[config.mk]
export PLATFORM = sky130hd
export DESIGN_NAME = if_stage
export DESIGN_NICKNAME = d
export VERILOG_FILES = /design/src/rtl/if_stage.sv
export SDC_FILE = /design/constraint.sdc
export NUM_CORES = 1
export LEC_CHECK = 0
export ABC_AREA = 1
export CAP_MARGIN = 25
export CORE_MARGIN = 1
export CORE_UTILIZATION = 40
export CTS_CLUSTER_DIAMETER = 80
export CTS_CLUSTER_SIZE = 25
export DETAILED_ROUTE_END_ITERATION = 16
export PLACE_DENSITY = 0.68
export SLEW_MARGIN = 20
export SYNTH_ARGS = -nofsm -noshare
export SYNTH_HDL_FRONTEND = slang
export SYNTH_SLANG_ARGS = --single-unit
[constraint.sdc]
create_clock -name clk -period 2.37 [get_ports clk]
set_input_delay 0.237 -clock clk [delete_from_list [all_inputs] [get_ports clk]]
set_output_delay 0.237 -clock clk [all_outputs]
set_load 0.05 [all_outputs]
[src/rtl/if_stage.sv]
// Instruction-fetch stage: PC register, IF/ID pipeline register, and a REQ/HOLD handshake
// that tolerates a multi-cycle instruction memory and hazard-unit stalls.
module if_stage #(
  parameter logic [31:0] RESET_PC   = 32'h0000_3000,
  parameter logic [31:0] IMEM_BASE  = 32'h0000_3000,
  parameter int unsigned IMEM_WORDS = 1024
) (
  input  logic        clk,
  input  logic        reset,
  input  logic        stall,
  input  logic [31:0] npc,
  output logic        imem_req,
  output logic [31:0] imem_addr,
  input  logic [31:0] imem_rdata,
  input  logic        imem_ready,
  output logic [31:0] pc_f,
  output logic        fetch_busy,
  output logic [31:0] instr_d,
  output logic [31:0] pc_d,
  output logic [31:0] pc8_d,
  output logic        valid_d,
  output logic        addr_err_d
);

  localparam logic [0:0] StReq  = 1'b0;
  localparam logic [0:0] StHold = 1'b1;

  // 33-bit limit so a window ending at 2^32 does not wrap
  localparam logic [32:0] ImemLimit = {1'b0, IMEM_BASE} + 33'(IMEM_WORDS) * 33'd4;

  logic [0:0]  state_q, state_d;
  logic [31:0] pc_q, pc_d_nx;
  logic [31:0] buf_q, buf_d;
  logic [31:0] ifid_instr_q, ifid_instr_d;
  logic [31:0] ifid_pc_q, ifid_pc_d;
  logic [31:0] ifid_pc8_q, ifid_pc8_d;
  logic        ifid_valid_q, ifid_valid_d;
  logic        ifid_err_q, ifid_err_d;
  logic        pc_legal;
  logic [31:0] pc_plus8;

  assign pc_legal = (pc_q[1:0] == 2'b00) && (pc_q >= IMEM_BASE) && ({1'b0, pc_q} < ImemLimit);
  assign pc_plus8 = pc_q + 32'd8;

  always_comb begin
    state_d      = state_q;
    pc_d_nx      = pc_q;
    buf_d        = buf_q;
    ifid_instr_d = ifid_instr_q;
    ifid_pc_d    = ifid_pc_q;
    ifid_pc8_d   = ifid_pc8_q;
    ifid_valid_d = ifid_valid_q;
    ifid_err_d   = ifid_err_q;
    imem_req     = 1'b0;
    fetch_busy   = 1'b0;

    if (state_q == StReq) begin
      imem_req = pc_legal;
      if (pc_legal) begin
        if (imem_ready) begin
          if (!stall) begin
            ifid_instr_d = imem_rdata;
            ifid_pc_d    = pc_q;
            ifid_pc8_d   = pc_plus8;
            ifid_valid_d = 1'b1;
            ifid_err_d   = 1'b0;
            pc_d_nx      = npc;
          end else begin
            // Word arrived during a stall: park it until the stall releases
            buf_d   = imem_rdata;
            state_d = StHold;
          end
        end else begin
          fetch_busy = 1'b1;
          if (!stall) begin
            ifid_instr_d = 32'd0;
            ifid_pc_d    = 32'd0;
            ifid_pc8_d   = 32'd0;
            ifid_valid_d = 1'b0;
            ifid_err_d   = 1'b0;
          end
        end
      end else if (!stall) begin
        // Illegal PC retires as a marked instruction without touching memory
        ifid_instr_d = 32'd0;
        ifid_pc_d    = pc_q;
        ifid_pc8_d   = pc_plus8;
        ifid_valid_d = 1'b1;
        ifid_err_d   = 1'b1;
        pc_d_nx      = npc;
      end
    end else if (!stall) begin
      ifid_instr_d = buf_q;
      ifid_pc_d    = pc_q;
      ifid_pc8_d   = pc_plus8;
      ifid_valid_d = 1'b1;
      ifid_err_d   = 1'b0;
      pc_d_nx      = npc;
      state_d      = StReq;
    end
  end

  always_ff @(posedge clk) begin
    if (reset) begin
      state_q      <= StReq;
      pc_q         <= RESET_PC;
      buf_q        <= 32'd0;
      ifid_instr_q <= 32'd0;
      ifid_pc_q    <= 32'd0;
      ifid_pc8_q   <= 32'd0;
      ifid_valid_q <= 1'b0;
      ifid_err_q   <= 1'b0;
    end else begin
      state_q      <= state_d;
      pc_q         <= pc_d_nx;
      buf_q        <= buf_d;
      ifid_instr_q <= ifid_instr_d;
      ifid_pc_q    <= ifid_pc_d;
      ifid_pc8_q   <= ifid_pc8_d;
      ifid_valid_q <= ifid_valid_d;
      ifid_err_q   <= ifid_err_d;
    end
  end

  assign imem_addr  = pc_q;
  assign pc_f       = pc_q;
  assign instr_d    = ifid_instr_q;
  assign pc_d       = ifid_pc_q;
  assign pc8_d      = ifid_pc8_q;
  assign valid_d    = ifid_valid_q;
  assign addr_err_d = ifid_err_q;

endmodule

==> results of run 1 <==
-- power groups by stage --
| stage | Sequential (uW) | Combinational [uW] | Clock [uW] |
|---|---|---|---|
| finish | 2900 | 1300 | 2970 |
| global route | 2910 | 1370 | 3140 |
| CTS | 2900 | 1300 | 3010 |
| detailed placement | 2960 | 1300 | 0 |
| global placement | 2960 | 1290 | 0 |
| floorplan | 3260 | 526 | 0 |
-- sequential cells by signal, indices dropped and copies added (netlist names) --
signal      cells
instr_d        32
buf_q          32
pc_d           32
addr_err_d      1
valid_d         1
pc8_d          32
imem_addr      32
state_q         1
-- stage by stage --
step | hold slack [ns] | power [uW]
2_1_floorplan | 0.372 | 3790
3_3_place_gp | 0.442 | 4250
3_5_place_dp | 0.446 | 4260
4_1_cts | 0.106 | 7220
5_1_grt | 0.104 | 7420
6_report | 0.109 | 7170
-- cell usage in the layout, fill, tap and decap left out, drive strengths merged --
| cell type | synthesis | layout |
|---|---|---|
| nand2 | 409 | 409 |
| clkdlybuf4s50 | 0 | 226 |
| dfxtp | 163 | 163 |
| nand3 | 146 | 146 |
| a21oi | 125 | 125 |
| nor2 | 92 | 92 |
| inv | 89 | 89 |
| buf | 77 | 47 |
| nand3b | 21 | 21 |
| clkbuf | 33 | 20 |
| a21boi | 16 | 16 |
| xor2 | 13 | 13 |
| nor3 | 9 | 9 |
| clkinv | 2 | 8 |
| nand4 | 6 | 6 |
| o21ai | 5 | 5 |
| xnor2 | 4 | 4 |
| bufinv | 0 | 4 |
| a211oi | 2 | 2 |
| diode | 0 | 1 |
| and3 | 1 | 1 |
| nor4 | 1 | 1 |
| o21bai | 1 | 1 |
| or2 | 1 | 1 |
| ha | 1 | 1 |
| clkinvlp | 0 | 1 |
-- worst max path at each step --
stage / start / to / slack [ns]
floorplan: imem_addr[12] / fetch_busy / 0.07
global placement: imem_addr[4] / pc8_d[21] / 0.52
detailed placement: imem_addr[4] / pc8_d[21] / 0.46
CTS: imem_addr[1] / fetch_busy / 0.08
global route: imem_addr[27] / fetch_busy / 0.12
finish: imem_addr[11] / pc_f[11] / 0.24
-- cell families after synthesis --
kind of cell / synth area share
adders and majority gates: 0.00153
xor gates and xnor gates: 0.0182
and+or+nand+nor: 0.367
AOI/OAI and AO/OA: 0.0974
buffers and inverters: 0.117
DFF: 0.399
-- metal layers --
| metal | global-route usage | vias up | wire length (um) |
|---|---|---|---|
| li1 | - | 4197 | - |
| met1 | 0.316 | 3802 | 11600 |
| met2 | 0.395 | 286 | 12200 |
| met3 | 0.0509 | 22 | 1530 |
| met4 | 0.0702 | 0 | 333 |
| met5 | 0 | - | 0 |
-- cell type report --
| type | count | share of cell area |
|---|---|---|
| Antenna cell | 1 | 0.000224 |
| Sequential cell | 163 | 0.292 |
| Clock buffer | 20 | 0.0409 |
| Tap cell | 265 | 0.0297 |
| Multi-Input combinational cell | 853 | 0.355 |
| Clock inverter | 11 | 0.0158 |
| Timing Repair Buffer | 273 | 0.235 |
| Inverter | 91 | 0.0307 |
==> flow_summary_export.csv, run 1 <==
group,metric,value,unit
critical_path,reg2reg_to,"pc8_d[21]",
route,viasPerCell,4.95,
hold_path,hold_depth,2,
floorplan,start_util,0.414,
critical_path,cp_cell_sequence,"clkdlybuf4s50_1",
synth,async_flop_share,0,
hold_path,min_path_type,"primary input to flop",
power,p_sw_frac,0.290,
timing,fin_crit,2.13,ns
timing,finalCritPeriodShare,0.898,
floorplan,pin_count,232,
final_layout,area_delta_synth_final,36.4,%
floorplan,fp.dieW,145,um
synth,synth_area_leaders,"dfxtp_1 40%, nand2_1 18%, nand3_1 8.9%",
synth,yosys.area.top_type_share,0.399,
clock_tree,htree_levels,4,
critical_path,crit_family,"buffers and inverters",
route,routed-via-count,8307,
power,internal_power,5090,uW
synth,yosysTopAreaCell,"dfxtp_1",
synth,yosysSeqAreaShare,0.399,
clock_tree,ctsResizeCount,0,
route,antenna_left,0,
final_layout,drive_gt1_frac,0.0723,
placed_design,io_buffers,231,
synth,synth_cells,1217,
timing,fin_ws,0.242,ns
timing,hold_violations,0,
route,wirelength,25.6,mm
critical_path,cp_slowest_cell,"clkdlybuf4s50_1",
synth,yosys_warnings,0,
floorplan,die_h,145,um
route,drtIter0Drc,562,
power,ir_drop,532,uV
placed_design,dpl.cell_count,1642,
timing,rsz0062_at_grt,"no",
floorplan,core_area,0.0198,mm2
final_layout,seqCellArea,0.00326,mm2
route,dr.pass1.iters,5,
timing,relSlewSlack,0.331,
synth,syn_avg_cell_area,6.72,um2
run,maxCapViolCount,0,
final_layout,postLayoutCellArea,0.0112,mm2
hold_path,hold_end,"state_q",
timing,fin_worst_skew,0.0143,ns
global_route,grt_pass1_wl,40.3,mm
global_route,grt.total_usage,0.241,
timing,final_max_slew_viol_count,0,
critical_path,worstRegToRegCells,10,
critical_path,timing.rr.start,"imem_addr[4]",
critical_path,slowest_delay,0.89,ns
clock_tree,insertion_delay,0.43,ns
critical_path,end_kind,"primary output",
status,status,"complete, no violations",
placed_design,place_area,0.0105,mm2
floorplan,dieArea,0.0210,mm2
synth,yosysMostFrequentCell,"nand2_1",
final_layout,nNetsFinal,1468,
critical_path,cp-start-kind,"flop",
clock_tree,cts-buffers-inserted,17,
power,seqPwrFrac,0.404,
timing,setup_violations,0,
synth,ys_ff_latch,163,
final_layout,multi_input_area,0.00396,mm2
power,p_clk_frac,0.415,
synth,ys_top_cells_by_count,"403 x nand2_1, 163 x dfxtp_1, 145 x nand3_1",
critical_path,critPathMaxFanout,8,
clock_tree,cts_tree,"built",
clock_tree,path_clk_slew,0.07,ns
clock_tree,cts_buffer_depth,2,
global_route,antenna_found_initial,1,
synth,synth_edf_count,0,
final_layout,final_util,0.564,
global_route,grt_max_degree,94,
timing,tightest_slew,1.00,ns
hold_path,hp-start,"reset",
critical_path,cp.depth,1,
power,p_comb_frac,0.181,
timing,final.setup.tns,0,ns
route,drc,0,
critical_path,critical_path_buf_inv_count,1,
final_layout,fillers,1908,
critical_path,path_class,"flop to primary output",
synth,ys_types,36,
clock_tree,clkSinkCount,163,
power,p_sw,2080,uW
final_layout,layoutNonFillerInstCount,1677,
route,routedWlPerCell,15.3,um
power,leakage,0.00471,uW
power,power_per_cell_area,643,mW/mm2
clock_tree,postCtsHoldBufs,0,
placed_design,gp_routability_congestion,0.893,
placed_design,dp_hpwl,17.2,mm
placed_design,dp_worst_setup_slack,0.459,ns
global_route,grt_pass1_vias,7588,
global_route,grt.overflow.total,0,
clock_tree,cts_setup_buffers,0,
synth,syn_nets,1286,
timing,fmax,0.470,GHz
critical_path,r2r_slack,0.43,ns
synth,mappedNetlistArea,0.00818,mm2
floorplan,num_rows,51,
clock_tree,root_buffer,"clkbuf_16",
synth,synth_ff_type,"dfxtp_1",
critical_path,arrival,1.89,ns
critical_path,required,2.13,ns
Power figures use the tool's default switching activity.
==> run 2, diff against run 1 <==
--- a/config.mk
+++ b/config.mk
@@ -13,6 +13,7 @@
 export CTS_CLUSTER_SIZE = 25
 export DETAILED_ROUTE_END_ITERATION = 16
 export PLACE_DENSITY = 0.68
+export REMOVE_ABC_BUFFERS = 1
 export SLEW_MARGIN = 20
 export SYNTH_ARGS = -nofsm -noshare
 export SYNTH_HDL_FRONTEND = slang
==> run 2 against run 1 <==
Net effect:
- non-clock buffer count down 3
- clock-buffer cell count up 1
- total power down 0.83%
- maximum frequency up 2.0%
- routed wire length down 0.82%
- flip-flop and latch count unchanged
- register-to-register slack worse by 0.12 ns
- largest cell class unchanged
- highest routed layer unchanged
==> flow_summary_export.csv, run 2 (synthesis gave the netlist of run 1 again) <==
group,metric,value,unit
status,status,"complete, no violations",
clock_tree,postCtsHoldBufs,0,
route,dr.pass1.iters,5,
global_route,grt_max_degree,80,
placed_design,dp_worst_setup_slack,0.347,ns
global_route,grt_use_met1,0.324,
placed_design,io_buffers,231,
timing,relSlewSlack,0.419,
final_layout,final_cell_mix,"403 x nand2_1, 226 x clkdlybuf4s50_1, 163 x dfxtp_1",
global_route,grt.overflow.total,0,
floorplan,core_area,0.0198,mm2
clock_tree,cts_buffer_depth,2,
timing,fin_crit,2.09,ns
final_layout,drive_gt1_frac,0.0703,
floorplan,start_util,0.414,
power,power_per_cell_area,639,mW/mm2
clock_tree,ctsResizeCount,0,
final_layout,final_common_cell,"nand2_1",
critical_path,path_class,"flop to primary output",
global_route,grt_pass1_wl,40.6,mm
timing,setup_violations,0,
route,drtIter0Drc,622,
final_layout,area_delta_synth_final,36.0,%
clock_tree,htree_levels,4,
run,maxCapViolCount,0,
final_layout,layoutNonFillerInstCount,1675,
placed_design,gp_routability_congestion,0.918,
global_route,antenna_found_initial,1,
floorplan,pin_count,232,
global_route,grt.total_usage,0.239,
route,routedWlPerCell,15.2,um
power,ir_drop,519,uV
route,antenna_left,0,
global_route,top_usage_layer,"met2",
timing,tightest_slew,0.872,ns
floorplan,dieArea,0.0210,mm2
clock_tree,insertion_delay,0.43,ns
floorplan,die_h,145,um
route,viasPerCell,4.98,
route,drc,0,
critical_path,critPathMaxFanout,7,
clock_tree,clkSinkCount,163,
final_layout,fillers,1946,
floorplan,fp.dieW,145,um
final_layout,multi_input_area,0.00396,mm2
final_layout,final_util,0.562,
hold_path,min_path_type,"primary input to flop",
clock_tree,cts-buffers-inserted,17,
timing,final_max_slew_viol_count,0,
power,leakage,0.00469,uW
timing,fmax,0.479,GHz
floorplan,num_rows,51,
global_route,gr-usage-met3,0.0484,
placed_design,dp_hpwl,16.9,mm
clock_tree,cts_tree,"built",
clock_tree,root_buffer,"clkbuf_16",
timing,holdWs,0.205,ns
global_route,use_met2,0.372,
final_layout,seqCellArea,0.00326,mm2
critical_path,required,2.13,ns
clock_tree,cts_setup_buffers,0,
timing,hold_violations,0,
critical_path,end_kind,"primary output",
timing,finalCritPeriodShare,0.880,
final_layout,nNetsFinal,1465,
timing,fin_ws,0.284,ns
route,wirelength,25.4,mm
timing,rsz0062_at_grt,"no",
timing,fin_worst_skew,0.0119,ns
critical_path,r2r_slack,0.31,ns
critical_path,cp-start-kind,"flop",
route,routed-via-count,8342,
clock_tree,path_clk_slew,0.07,ns
placed_design,dpl.cell_count,1642,
global_route,grt_pass1_vias,7532,
critical_path,arrival,1.85,ns
==> run 2: final cells by class <==
type / count / share of cell area
multi-input combinational: 853 / 0.356
timing repair buffer: 270 / 0.234
clock inverter: 11 / 0.0137
clock buffer: 21 / 0.0423
tap: 265 / 0.0298
antenna: 1 / 0.000225
inverter: 91 / 0.0308
sequential: 163 / 0.293
==> run 2: stage by stage <==
| stage | area [um2] | TNS (ns) | power (uW) |
|---|---|---|---|
| after floorplan | 7560 | -30.95 | 3670 |
| after global placement | 10500 | 0 | 4240 |
| after detailed placement | 10500 | 0 | 4250 |
| after CTS | 11100 | 0 | 7150 |
| after global routing | 11100 | 0 | 7350 |
| final | 11100 | 0 | 7110 |
==> run 2: routing by layer <==
layer	wire, um	share of wire	vias to the layer above
met5	0	0	-
met3	1480	0.058	42
met2	11800	0.46	255
met4	652	0.026	0
met1	11500	0.45	3855
li1	-	-	4190
==> run 2: path summary, 6_finish.rpt <==
path	startpoint	endpoint	cells after the start
max	imem_addr[15]	fetch_busy	8
min	reset	pc8_d[29]	2
max reg2reg	imem_addr[15]	instr_d[19]	8
min reg2reg	pc_d[1]	pc_d[1]	2
==> run 2: power breakdown <==
group          total [uW]  switching (uW)  internal (uW)
Clock                2930            1180           1750
Combinational        1290             852            437
Sequential           2900            64.1           2830
==> run 2: worst max-delay path: stages (launching register included) <==
cell and delay, ns:
dfxtp_1 0.36, nor2_1 0.13, nand2_1 0.15, nor2_4 0.15, nand2_2 0.10, nor2_8 0.12, nand2_1 0.09, nor2_1 0.11
buf_4 0.21
